[config.mk]
export PLATFORM = sky130hd
export DESIGN_NAME = perf_counter_ctrl_flat
export DESIGN_NICKNAME = d
export VERILOG_FILES = /design/src/rtl/perf_pkg.sv /design/src/rtl/perf_counter_ctrl_if.sv /design/src/rtl/perf_counter_ctrl_rr_arbiter2.sv /design/src/rtl/perf_counter_ctrl.sv /design/src/flat_wrapper.sv
export SDC_FILE = /design/constraint.sdc
export NUM_CORES = 1
export LEC_CHECK = 0
export CORE_ASPECT_RATIO = 0.8
export CORE_MARGIN = 2
export CORE_UTILIZATION = 50
export CTS_BUF_LIST = sky130_fd_sc_hd__clkbuf_8 sky130_fd_sc_hd__clkbuf_16
export CTS_CLUSTER_SIZE = 30
export DETAILED_ROUTE_END_ITERATION = 10
export PLACE_DENSITY = 0.82
export SYNTH_ARGS = -nofsm -noshare
export SYNTH_HDL_FRONTEND = slang
export SYNTH_SLANG_ARGS = --single-unit
[constraint.sdc]
create_clock -name clk -period 3.8 [get_ports clk]
set_clock_uncertainty 0.15 [all_clocks]
set_input_delay 0.57 -clock clk [delete_from_list [all_inputs] [get_ports clk]]
set_output_delay 0.57 -clock clk [all_outputs]
set_load 0.05 [all_outputs]
[src/rtl/perf_pkg.sv]
// perf_pkg: register offsets, FSM encoding and requester ids for perf_counter_ctrl.
package perf_pkg;

  localparam logic [31:0] OFF_CYCLE   = 32'h0;
  localparam logic [31:0] OFF_INSTRET = 32'h4;
  localparam logic [31:0] OFF_CLEAR   = 32'h8;
  localparam logic [31:0] OFF_CTRL    = 32'hC;
  localparam logic [31:0] OFF_EVT0    = 32'h10;

  typedef enum logic [1:0] {
    S_IDLE  = 2'd0,
    S_RESP  = 2'd1,
    S_CLEAR = 2'd2
  } state_t;

  localparam logic REQ_CPU = 1'b0;
  localparam logic REQ_DBG = 1'b1;

endpackage

[src/rtl/perf_counter_ctrl_if.sv]
// perf_counter_ctrl_if: one MMIO requester channel (request handshake + registered response).
interface perf_counter_ctrl_if;
  logic        req_valid;
  logic        req_ready;
  logic [31:0] addr;
  logic        we;
  logic [31:0] wdata;
  logic        rvalid;
  logic [31:0] rdata;

  modport master (output req_valid, addr, we, wdata, input req_ready, rvalid, rdata);
  modport slave  (input req_valid, addr, we, wdata, output req_ready, rvalid, rdata);
endinterface

[src/rtl/perf_counter_ctrl_rr_arbiter2.sv]
// rr_arbiter2: two-way round-robin grant; pointer moves to the loser after each grant.
module rr_arbiter2
  import perf_pkg::*;
(
  input  logic       clk,
  input  logic       rst_n,
  input  logic       en,
  input  logic [1:0] req,
  output logic [1:0] gnt
);
  logic ptr;

  // Grant the lone requester, or the pointed-at one on a tie.
  always_comb begin
    gnt = 2'b00;
    if (en) begin
      if (req == 2'b11) gnt = (ptr == REQ_DBG) ? 2'b10 : 2'b01;
      else              gnt = req;
    end
  end

  // Pointer names the requester that did not just win.
  always_ff @(posedge clk or negedge rst_n) begin
    if (!rst_n)    ptr <= REQ_CPU;
    else if (|gnt) ptr <= gnt[0] ? REQ_DBG : REQ_CPU;
  end
endmodule

[src/rtl/perf_counter_ctrl.sv]
// perf_counter_ctrl: cycle/instret/event counter bank behind a shared two-port MMIO window.
// Optional feature: define PERF_SNAPSHOT_EN for CTRL-triggered shadow snapshots (bit31 snap, bit30 select).
module perf_counter_ctrl
  import perf_pkg::*;
#(
  parameter int          NUM_EVT   = 4,
  parameter logic [31:0] BASE_ADDR = 32'h8000_0010
) (
  input  logic               clk,
  input  logic               rst_n,
  input  logic               inst_valid,
  input  logic [NUM_EVT-1:0] evt,
  perf_counter_ctrl_if.slave cpu,
  perf_counter_ctrl_if.slave dbg,
  output logic               busy
);
  localparam int            NCNT     = NUM_EVT + 2;
  localparam int            IW       = $clog2(NCNT);
  localparam logic [IW-1:0] LAST_IDX = IW'(NCNT - 1);

  state_t                state, state_nxt;
  logic [NCNT-1:0][31:0] cnt;
  logic [NCNT-1:0][31:0] cnt_rd;
  logic [NCNT-1:0]       inc;
  logic [NUM_EVT:0]      en;
  logic [IW-1:0]         clr_idx;
  logic [1:0]            gnt;
  logic                  arb_en, win, resp_id;
  logic [31:0]           a_addr, ctrl_rd, rd_data;
  logic                  a_we;
  logic [NUM_EVT:0]      a_en;
  logic                  acc, hit_ctrl, do_clear, do_ctrl, clr_last;
  logic                  cpu_rv, dbg_rv;
  logic [31:0]           cpu_rd, dbg_rd;

  // Arbitration only while idle and out of reset, so ready is low during reset.
  assign arb_en = (state == S_IDLE) & rst_n;

  rr_arbiter2 u_arb (
    .clk   (clk),
    .rst_n (rst_n),
    .en    (arb_en),
    .req   ({dbg.req_valid, cpu.req_valid}),
    .gnt   (gnt)
  );

  assign win      = gnt[1];
  assign acc      = |gnt;
  assign a_addr   = win ? dbg.addr : cpu.addr;
  assign a_we     = win ? dbg.we   : cpu.we;
  assign a_en     = win ? dbg.wdata[NUM_EVT:0] : cpu.wdata[NUM_EVT:0];
  assign hit_ctrl = (a_addr == BASE_ADDR + OFF_CTRL);
  assign do_clear = acc & a_we & (a_addr == BASE_ADDR + OFF_CLEAR);
  assign do_ctrl  = acc & a_we & hit_ctrl;
  assign clr_last = (state == S_CLEAR) && (clr_idx == LAST_IDX);

  assign cpu.req_ready = gnt[0];
  assign dbg.req_ready = gnt[1];
  assign cpu.rvalid    = cpu_rv;
  assign cpu.rdata     = cpu_rd;
  assign dbg.rvalid    = dbg_rv;
  assign dbg.rdata     = dbg_rd;
  assign busy          = (state != S_IDLE);

  // Counter order: CYCLE, INSTRET, EVT[0..]; CYCLE and INSTRET share enable bit 0.
  assign inc = {en[NUM_EVT:1] & evt, en[0] & inst_valid, en[0]};

`ifdef PERF_SNAPSHOT_EN
  logic [NCNT-1:0][31:0] shadow;
  logic                  snap_sel;
  logic [1:0]            a_snap;

  assign a_snap  = win ? dbg.wdata[31:30] : cpu.wdata[31:30];
  assign cnt_rd  = snap_sel ? shadow : cnt;
  assign ctrl_rd = 32'(en) | {1'b0, snap_sel, 30'b0};

  // Snapshot copies pre-increment values; bit31 is a pulse, bit30 is sticky.
  always_ff @(posedge clk or negedge rst_n) begin
    if (!rst_n) begin
      shadow   <= '0;
      snap_sel <= 1'b0;
    end else if (do_ctrl) begin
      snap_sel <= a_snap[0];
      if (a_snap[1]) shadow <= cnt;
    end
  end
`else
  assign cnt_rd  = cnt;
  assign ctrl_rd = 32'(en);
`endif

  // Read mux on the granted address; anything unmapped reads 0.
  always_comb begin
    rd_data = '0;
    if (a_addr == BASE_ADDR + OFF_CYCLE)   rd_data = cnt_rd[0];
    if (a_addr == BASE_ADDR + OFF_INSTRET) rd_data = cnt_rd[1];
    if (hit_ctrl)                          rd_data = ctrl_rd;
    for (int i = 0; i < NUM_EVT; i++)
      if (a_addr == BASE_ADDR + OFF_EVT0 + 32'(4 * i)) rd_data = cnt_rd[2 + i];
  end

  // Counters: the one under clear is zeroed, the rest keep counting (wrap naturally).
  always_ff @(posedge clk or negedge rst_n) begin
    if (!rst_n) cnt <= '0;
    else begin
      for (int k = 0; k < NCNT; k++) begin
        if (state == S_CLEAR && clr_idx == IW'(k)) cnt[k] <= '0;
        else if (inc[k])                           cnt[k] <= cnt[k] + 32'd1;
      end
    end
  end

  // CTRL enables come out of reset all set.
  always_ff @(posedge clk or negedge rst_n) begin
    if (!rst_n)       en <= '1;
    else if (do_ctrl) en <= a_en;
  end

  // FSM next state.
  always_comb begin
    state_nxt = state;
    case (state)
      S_IDLE:  if (acc) state_nxt = do_clear ? S_CLEAR : S_RESP;
      S_CLEAR: if (clr_idx == LAST_IDX) state_nxt = S_RESP;
      S_RESP:  state_nxt = S_IDLE;
      default: state_nxt = S_IDLE;
    endcase
  end

  // FSM state, clear walker and the id of the port owed a response.
  always_ff @(posedge clk or negedge rst_n) begin
    if (!rst_n) begin
      state   <= S_IDLE;
      clr_idx <= '0;
      resp_id <= REQ_CPU;
    end else begin
      state <= state_nxt;
      if (acc) resp_id <= win;
      if (state == S_CLEAR) clr_idx <= clr_idx + IW'(1);
      else                  clr_idx <= '0;
    end
  end

  // Registered responses: one-cycle strobe to the owner, zeros elsewhere.
  always_ff @(posedge clk or negedge rst_n) begin
    if (!rst_n) begin
      {cpu_rv, dbg_rv, cpu_rd, dbg_rd} <= '0;
    end else begin
      {cpu_rv, dbg_rv, cpu_rd, dbg_rd} <= '0;
      if (acc && !do_clear) begin
        if (win == REQ_DBG) begin
          dbg_rv <= 1'b1;
          dbg_rd <= a_we ? 32'd0 : rd_data;
        end else begin
          cpu_rv <= 1'b1;
          cpu_rd <= a_we ? 32'd0 : rd_data;
        end
      end else if (clr_last) begin
        if (resp_id == REQ_DBG) dbg_rv <= 1'b1;
        else                    cpu_rv <= 1'b1;
      end
    end
  end
endmodule

[src/flat_wrapper.sv]
// flat-port wrapper written by rule: the top's interface ports become plain ports
module perf_counter_ctrl_flat import perf_pkg::*;
#(
  parameter int          NUM_EVT   = 4,
  parameter logic [31:0] BASE_ADDR = 32'h8000_0010
)
  (clk, rst_n, inst_valid, evt, busy, cpu_req_valid, cpu_addr, cpu_we, cpu_wdata, cpu_req_ready, cpu_rvalid, cpu_rdata, dbg_req_valid, dbg_addr, dbg_we, dbg_wdata, dbg_req_ready, dbg_rvalid, dbg_rdata);
  perf_counter_ctrl_if cpu_i ();
  perf_counter_ctrl_if dbg_i ();
  input  logic clk;
  input  logic rst_n;
  input  logic inst_valid;
  input  logic [NUM_EVT-1:0] evt;
  output logic busy;
  input wire logic [$bits(cpu_i.req_valid)-1:0] cpu_req_valid;
  input wire logic [$bits(cpu_i.addr)-1:0] cpu_addr;
  input wire logic [$bits(cpu_i.we)-1:0] cpu_we;
  input wire logic [$bits(cpu_i.wdata)-1:0] cpu_wdata;
  output wire logic [$bits(cpu_i.req_ready)-1:0] cpu_req_ready;
  output wire logic [$bits(cpu_i.rvalid)-1:0] cpu_rvalid;
  output wire logic [$bits(cpu_i.rdata)-1:0] cpu_rdata;
  input wire logic [$bits(dbg_i.req_valid)-1:0] dbg_req_valid;
  input wire logic [$bits(dbg_i.addr)-1:0] dbg_addr;
  input wire logic [$bits(dbg_i.we)-1:0] dbg_we;
  input wire logic [$bits(dbg_i.wdata)-1:0] dbg_wdata;
  output wire logic [$bits(dbg_i.req_ready)-1:0] dbg_req_ready;
  output wire logic [$bits(dbg_i.rvalid)-1:0] dbg_rvalid;
  output wire logic [$bits(dbg_i.rdata)-1:0] dbg_rdata;
  assign cpu_i.req_valid = cpu_req_valid;
  assign cpu_i.addr = cpu_addr;
  assign cpu_i.we = cpu_we;
  assign cpu_i.wdata = cpu_wdata;
  assign cpu_req_ready = cpu_i.req_ready;
  assign cpu_rvalid = cpu_i.rvalid;
  assign cpu_rdata = cpu_i.rdata;
  assign dbg_i.req_valid = dbg_req_valid;
  assign dbg_i.addr = dbg_addr;
  assign dbg_i.we = dbg_we;
  assign dbg_i.wdata = dbg_wdata;
  assign dbg_req_ready = dbg_i.req_ready;
  assign dbg_rvalid = dbg_i.rvalid;
  assign dbg_rdata = dbg_i.rdata;
  perf_counter_ctrl #(.NUM_EVT(NUM_EVT), .BASE_ADDR(BASE_ADDR)) u_core (.clk(clk), .rst_n(rst_n), .inst_valid(inst_valid), .evt(evt), .cpu(cpu_i), .dbg(dbg_i), .busy(busy));
endmodule
Word-level counts from Yosys, hierarchy flattened

Index checks and enable logic that the tools add are counted.
Widths: inputs -> output; s select.

Equal/unequal tests: 17
$add $sub $neg: 7
Mux-type cells: 44
Bitwise gates (word level): 6
Reduce and logical (&&, ||, !) cells: 19

Operators by type and width:

| cell                  | count |
|---|---|
| $mux 32               | 25 |
| $eq 32x32->1 const B  | 8 |
| $add 32x1->32 const B | 6 |
| $reduce_bool 2->1     | 7 |
| $mux 2                | 6 |
| $mux 1                | 10 |
| $logic_and 1x1->1     | 7 |
| $eq 3x2->1 const B    | 2 |
| $eq 3x3->1 const B    | 2 |
| $and 1x1->1           | 5 |
| $mux 5                | 1 |
| $and 4x4->4           | 1 |
| $eq 2x2->1 const B    | 2 |
| $pmux 2 s2            | 1 |
| $add 3x1->3 const B   | 1 |
| $eq 3x1->1 const B    | 1 |
| $logic_not 3->1       | 1 |
| $mux 3                | 1 |
| $logic_not 2->1       | 1 |
| $ne 2x1->1 const B    | 1 |
| $ne 2x2->1 const B    | 1 |
| $reduce_and 2->1      | 1 |
| $reduce_or 2->1       | 1 |
| $logic_not 1->1       | 1 |

Register bits: 270

Longest topological paths before layout

Word-level depth: 15
Mapped depth: 11
Depth with buffers taken out: 8

Hierarchy

Synthesis repeated with hierarchy kept, for this count alone.

Cells, all modules: 1,603
Area total of the unflattened synthesis: 14,426.3 µm²

By module, submodules not included:

| module            | instances | area each (µm²) | cells an instance |
|---|---|---|---|
| perf_counter_ctrl | 1         | 14,365.0        | 1,595 |
| rr_arbiter2       | 1         | 61.3            | 8 |

Worst setup path before layout

OpenSTA, ideal clock, no wires.

Path kind: input port to flip-flop
From: in rst_n
To: reg u_core.cpu_rd[30], in the netlist u_core.cpu.rdata[30]
Cell stages on the path: 7
Data required time: 3,528 ps
Data arrival time: 2,652 ps
Slack: 876 ps
Path through: nor3b_4 -> nand3_4 -> inv_1 -> clkbuf_1 -> o221ai_1 -> a22o_1 -> a2111oi_1

Longest elaborated chain between the ends: 14

RTL lines:

| element                 | RTL line                            | text |
|---|---|---|
| start: declaration      | flat_wrapper.sv:11                  | `input logic rst_n;` |
| $and 1x1->1 (*)         | perf_counter_ctrl.sv:37             | `assign arb_en = (state == S_IDLE) & rst_n;` |
| $mux 2 (*)              | perf_counter_ctrl_rr_arbiter2.sv:16 | `if (en) begin` |
| named net dbg_req_ready | flat_wrapper.sv:26                  | `output wire logic [$bits(dbg_i.req_ready)-1:0] dbg_req_ready;` |
| $mux 32                 | perf_counter_ctrl.sv:49             | `assign a_addr = win ? dbg.addr : cpu.addr;` |
| $eq 32x32->1            | perf_counter_ctrl.sv:95             | `if (a_addr == BASE_ADDR + OFF_CYCLE) rd_data = cnt_rd[0];` |
| $mux 32                 | perf_counter_ctrl.sv:95             |  |
| $mux 32                 | perf_counter_ctrl.sv:96             | `if (a_addr == BASE_ADDR + OFF_INSTRET) rd_data = cnt_rd[1];` |
| $mux 32                 | perf_counter_ctrl.sv:97             | `if (hit_ctrl) rd_data = ctrl_rd;` |
| $mux 32 (4 in series)   | perf_counter_ctrl.sv:99             | `if (a_addr == BASE_ADDR + OFF_EVT0 + 32'(4 * i)) rd_data = cnt_rd[2 + i];` |
| $mux 32                 | perf_counter_ctrl.sv:156            | `cpu_rd <= a_we ? 32'd0 : rd_data;` |
| $mux 32                 | perf_counter_ctrl.sv:151            | `if (win == REQ_DBG) begin` |
| $mux 32 (*)             | perf_counter_ctrl.sv:150            | `if (acc && !do_clear) begin` |
| end signal: assignment  | perf_counter_ctrl.sv:156            |  |
| end: declaration        | perf_counter_ctrl.sv:34             | `logic [31:0] cpu_rd, dbg_rd;` |

The timed path passes the listed nets; every way through them passes the cells marked *.
A chain may end at the register's enable or synchronous reset.

Worst setup path after layout

From: in rst_n
To: reg u_core.cpu_rd[6], in the netlist u_core.cpu.rdata[6]

Longest elaborated chain between the ends: 14

RTL lines:

| element               | RTL line |
|---|---|
| $and 1x1->1 (*)       | perf_counter_ctrl.sv:37 |
| $mux 2 (*)            | perf_counter_ctrl_rr_arbiter2.sv:16 |
| $mux 32               | perf_counter_ctrl.sv:49 |
| $eq 32x32->1          | perf_counter_ctrl.sv:95 |
| $mux 32               | perf_counter_ctrl.sv:95 |
| $mux 32               | perf_counter_ctrl.sv:96 |
| $mux 32               | perf_counter_ctrl.sv:97 |
| $mux 32 (4 in series) | perf_counter_ctrl.sv:99 |
| $mux 32               | perf_counter_ctrl.sv:156 |
| $mux 32               | perf_counter_ctrl.sv:151 |
| $mux 32 (*)           | perf_counter_ctrl.sv:150 |

Mark *: on every way between the ends. The rest lies on a longest branch, timed or not.

==> impl_metrics.yaml <==
status:
  outcome: "finished clean"
floorplanning:
  dieHeight_um: 157
  rows: 56
  die_w_um: 195
  ios: 208
  dieArea_sq_um: 30700
  start_util_pct: 50.4
  core_sq_um: 29100
setup_path:
  r2r_slack_ns: 0.34
  cpLargestDelayFamily: "buffers and inverters"
  cp_num_buf_inv: 4
  cp-end-kind: "flip-flop"
  cp.arrival_ns: 3.99
  cp.required_ns: 4.09
  crit_chain: "dlygate4sd3_1 -> buf_8 -> or3b_1 -> nor4_4 -> buf_12 -> o21ai_0 -> a2111oi_0 -> buf_4 -> o32ai_1 -> nor2_1"
  path_class: "input pin to flip-flop"
  slowest_stage: "a2111oi_0"
  max_stage_delay_ns: 0.75
  start_kind: "input pin"
  critPathMaxFanout: 35
clocking:
  clk_pin_slew_ns: 0.06
  clock_path_buffers: 3
  cts-root-buf: "clkbuf_16"
  insertion_delay_ns: 0.56
  cts_setup_buffers: 0
  tritoncts: "yes"
  htreeDepth: 1
  cts-buffers-inserted: 29
  clock_sink_count: 270
  ctsResizeCount: 0
detailed_routing:
  firstDrtPassIters: 8
  drc: 0
  vias: 13500
  drt-vias-per-instance: 6.30
  routedWlPerCell_um: 20.8
  initialDrtViolationCount: 1919
  wl_um: 44500
  ant_nets: 0
global_routing:
  grt_usage_pct: 29.0
  grt_pass1_vias: 12700
  grt_max_degree: 151
  overflow: 0
  antenna_found_initial: 2
  grt_pass1_wl_um: 69900
synthesis:
  yosysUniqueCellTypes: 67
  synth_area_sq_um: 14600
  synth_mux_area_share_pct: 0.786
  yosysSeqAreaShare_pct: 46.2
  synth_xor_area_share_pct: 9.93
  synth_seq_cells: 270
  synthArstFlopShare_pct: 100
  synth_edf_count: 0
  synthAdderAreaFrac_pct: 0.940
  synth.net_count: 1748
  synth_ff_type: "dfrtp_1"
  synth_top_family_by_area: "simple AND/OR/NAND/NOR gates"
  yosysWarnings: 0
  postSynthAreaPerCell_sq_um: 9.17
  yosys.area_share.simple_pct: 24.1
  synth_compound_area_share_pct: 14.6
  postSynthCellCount: 1598
sta:
  finalCritPeriodShare_pct: 97.4
  hold_slack_ns: 0.266
  slew_viol_final: 0
  tns_ns: 0
  fmaxAchievable_mhz: 270
  finalHoldViolCount: 0
  finalSetupViolCount: 0
  rsz0062_at_grt: "false"
  tightest_slew_ns: 1.12
  slew_headroom_pct: 25.4
  period_minus_slack_ns: 3.70
layout:
  final_cell_area_sq_um: 18000
  drive_gt1_share_pct: 10.4
  multi_input_area_sq_um: 7470
  final-seq-area_sq_um: 6760
  fillCellCount: 2269
  final_cell_mix: "265 x dfrtp_1, 257 x nor2_1, 150 x clkdlybuf4s50_1"
  antenna_cells: 0
  synthToLayoutAreaGrowth_pct: 22.6
  nNetsFinal: 1897
  layout_commonest_cell: "dfrtp_1"
power_and_ir_drop:
  power_density_nw_per_um2: 355
  power_leakage_nw: 7.47
  ir_worst_vdd_mv: 0.245
place:
  dp_hpwl_um: 31700
  io_buffers: 153
  gp_congestion: 0.949
  place_area_sq_um: 17000
min_path:
  hold_path_class: "input pin to async pin"
run:
  drv_cap: 0
[final cells by class]
type | count | area share [%]
multi-input combinational | 1204 | 41.6
sequential | 270 | 37.7
timing repair buffer | 220 | 12.1
clock buffer | 37 | 4.65
tap | 377 | 2.63
clock inverter | 15 | 0.885
inverter | 22 | 0.460
[power by group]
part,internal [mW],switching (mW),total (mW)
combinational,0.207,0.315,0.522
clock,1.75,1.18,2.93
sequential,2.90,0.0211,2.92
total,4.85,1.52,6.37
[metrics by stage]
| stage | cells | power [mW] | setup slack (ns) | util (%) |
|---|---|---|---|---|
| floorplan | 1598 | 3.20 | 0.876 | - |
| global placement | 2091 | 3.47 | 0.0845 | 58.3 |
| detailed placement | 2091 | 3.48 | 0.00373 | 58.3 |
| CTS | 2144 | 6.40 | 0.128 | 61.7 |
| global route | 2145 | 6.56 | 0.0364 | 61.8 |
| finish | 2145 | 6.37 | 0.0988 | 61.8 |
[state kept, by name (all words and copies together) (netlist names)]
| name | flops |
|---|---|
| u_core.cpu.rvalid | 1 |
| u_core.clr_idx | 3 |
| u_core.u_arb.ptr | 1 |
| u_core.cpu.rdata | 32 |
| u_core.dbg.rdata | 32 |
| u_core.state | 2 |
| u_core.dbg.rvalid | 1 |
| u_core.cnt | 192 |
| u_core.resp_id | 1 |
| u_core.en | 5 |
[what timing repair did]
item | 4_1_cts | 5_1_grt
setup endpoints to repair | 0 | 1
hold buffers | 1 | 0
hold endpoints to repair | 9 | 0
[cells in the mapped netlist, types with 27 or more instances]
library cell / instances / area, sq um
a21oi_1: 27 / 135
a311oi_1: 27 / 236
and2_1: 34 / 213
and3_1: 35 / 219
clkbuf_1: 88 / 330
dfrtp_1: 265 / 6630
nand2_1: 105 / 394
nand3_1: 75 / 375
nand4_1: 56 / 350
nor2_1: 259 / 972
nor3_1: 37 / 185
nor4_1: 27 / 169
o21ai_0: 139 / 696
xnor2_1: 55 / 482
xor2_1: 111 / 972
[worst reg2reg max path: cells and delay by family (launching register included)]
| family | cells | cell delay (ns) |
|---|---|---|
| compound gates | 3 | 1.01 |
| flops | 1 | 0.49 |
| simple gates | 3 | 1.22 |
| buf+inv | 2 | 0.46 |
[path summary, 6_finish.rpt]
kind                                   start                   to  cells past startpoint
min in group clk           u_core.clr_idx[0]    u_core.clr_idx[0]                      1
max in group asynchronous              rst_n  u_core.dbg.rdata[7]                      5
hold reg to reg            u_core.clr_idx[0]    u_core.clr_idx[0]                      1
setup / recovery                       rst_n  u_core.cpu.rdata[6]                     10
setup reg to reg             u_core.state[1]  u_core.cpu.rdata[6]                      8
hold / removal                         rst_n  u_core.cpu.rdata[4]                      2
[kinds of logic (layout without fill, tap and decap cells)]
group,Yosys count,count (layout)
fa+ha+maj,11,11
mux,9,9
simple gates,708,709
buf+inv,125,294
compound gates,309,309
flops,270,270
xor+xnor,166,166
[per-layer routing]
layer,track usage (%),wire (um),vias to the layer above
met5,0,26,-
met4,9.38,1520,4
met3,7.39,4820,95
met2,44.0,19400,713
met1,40.7,18700,6661
li1,-,-,6037
Power figures use the tool's default switching activity.
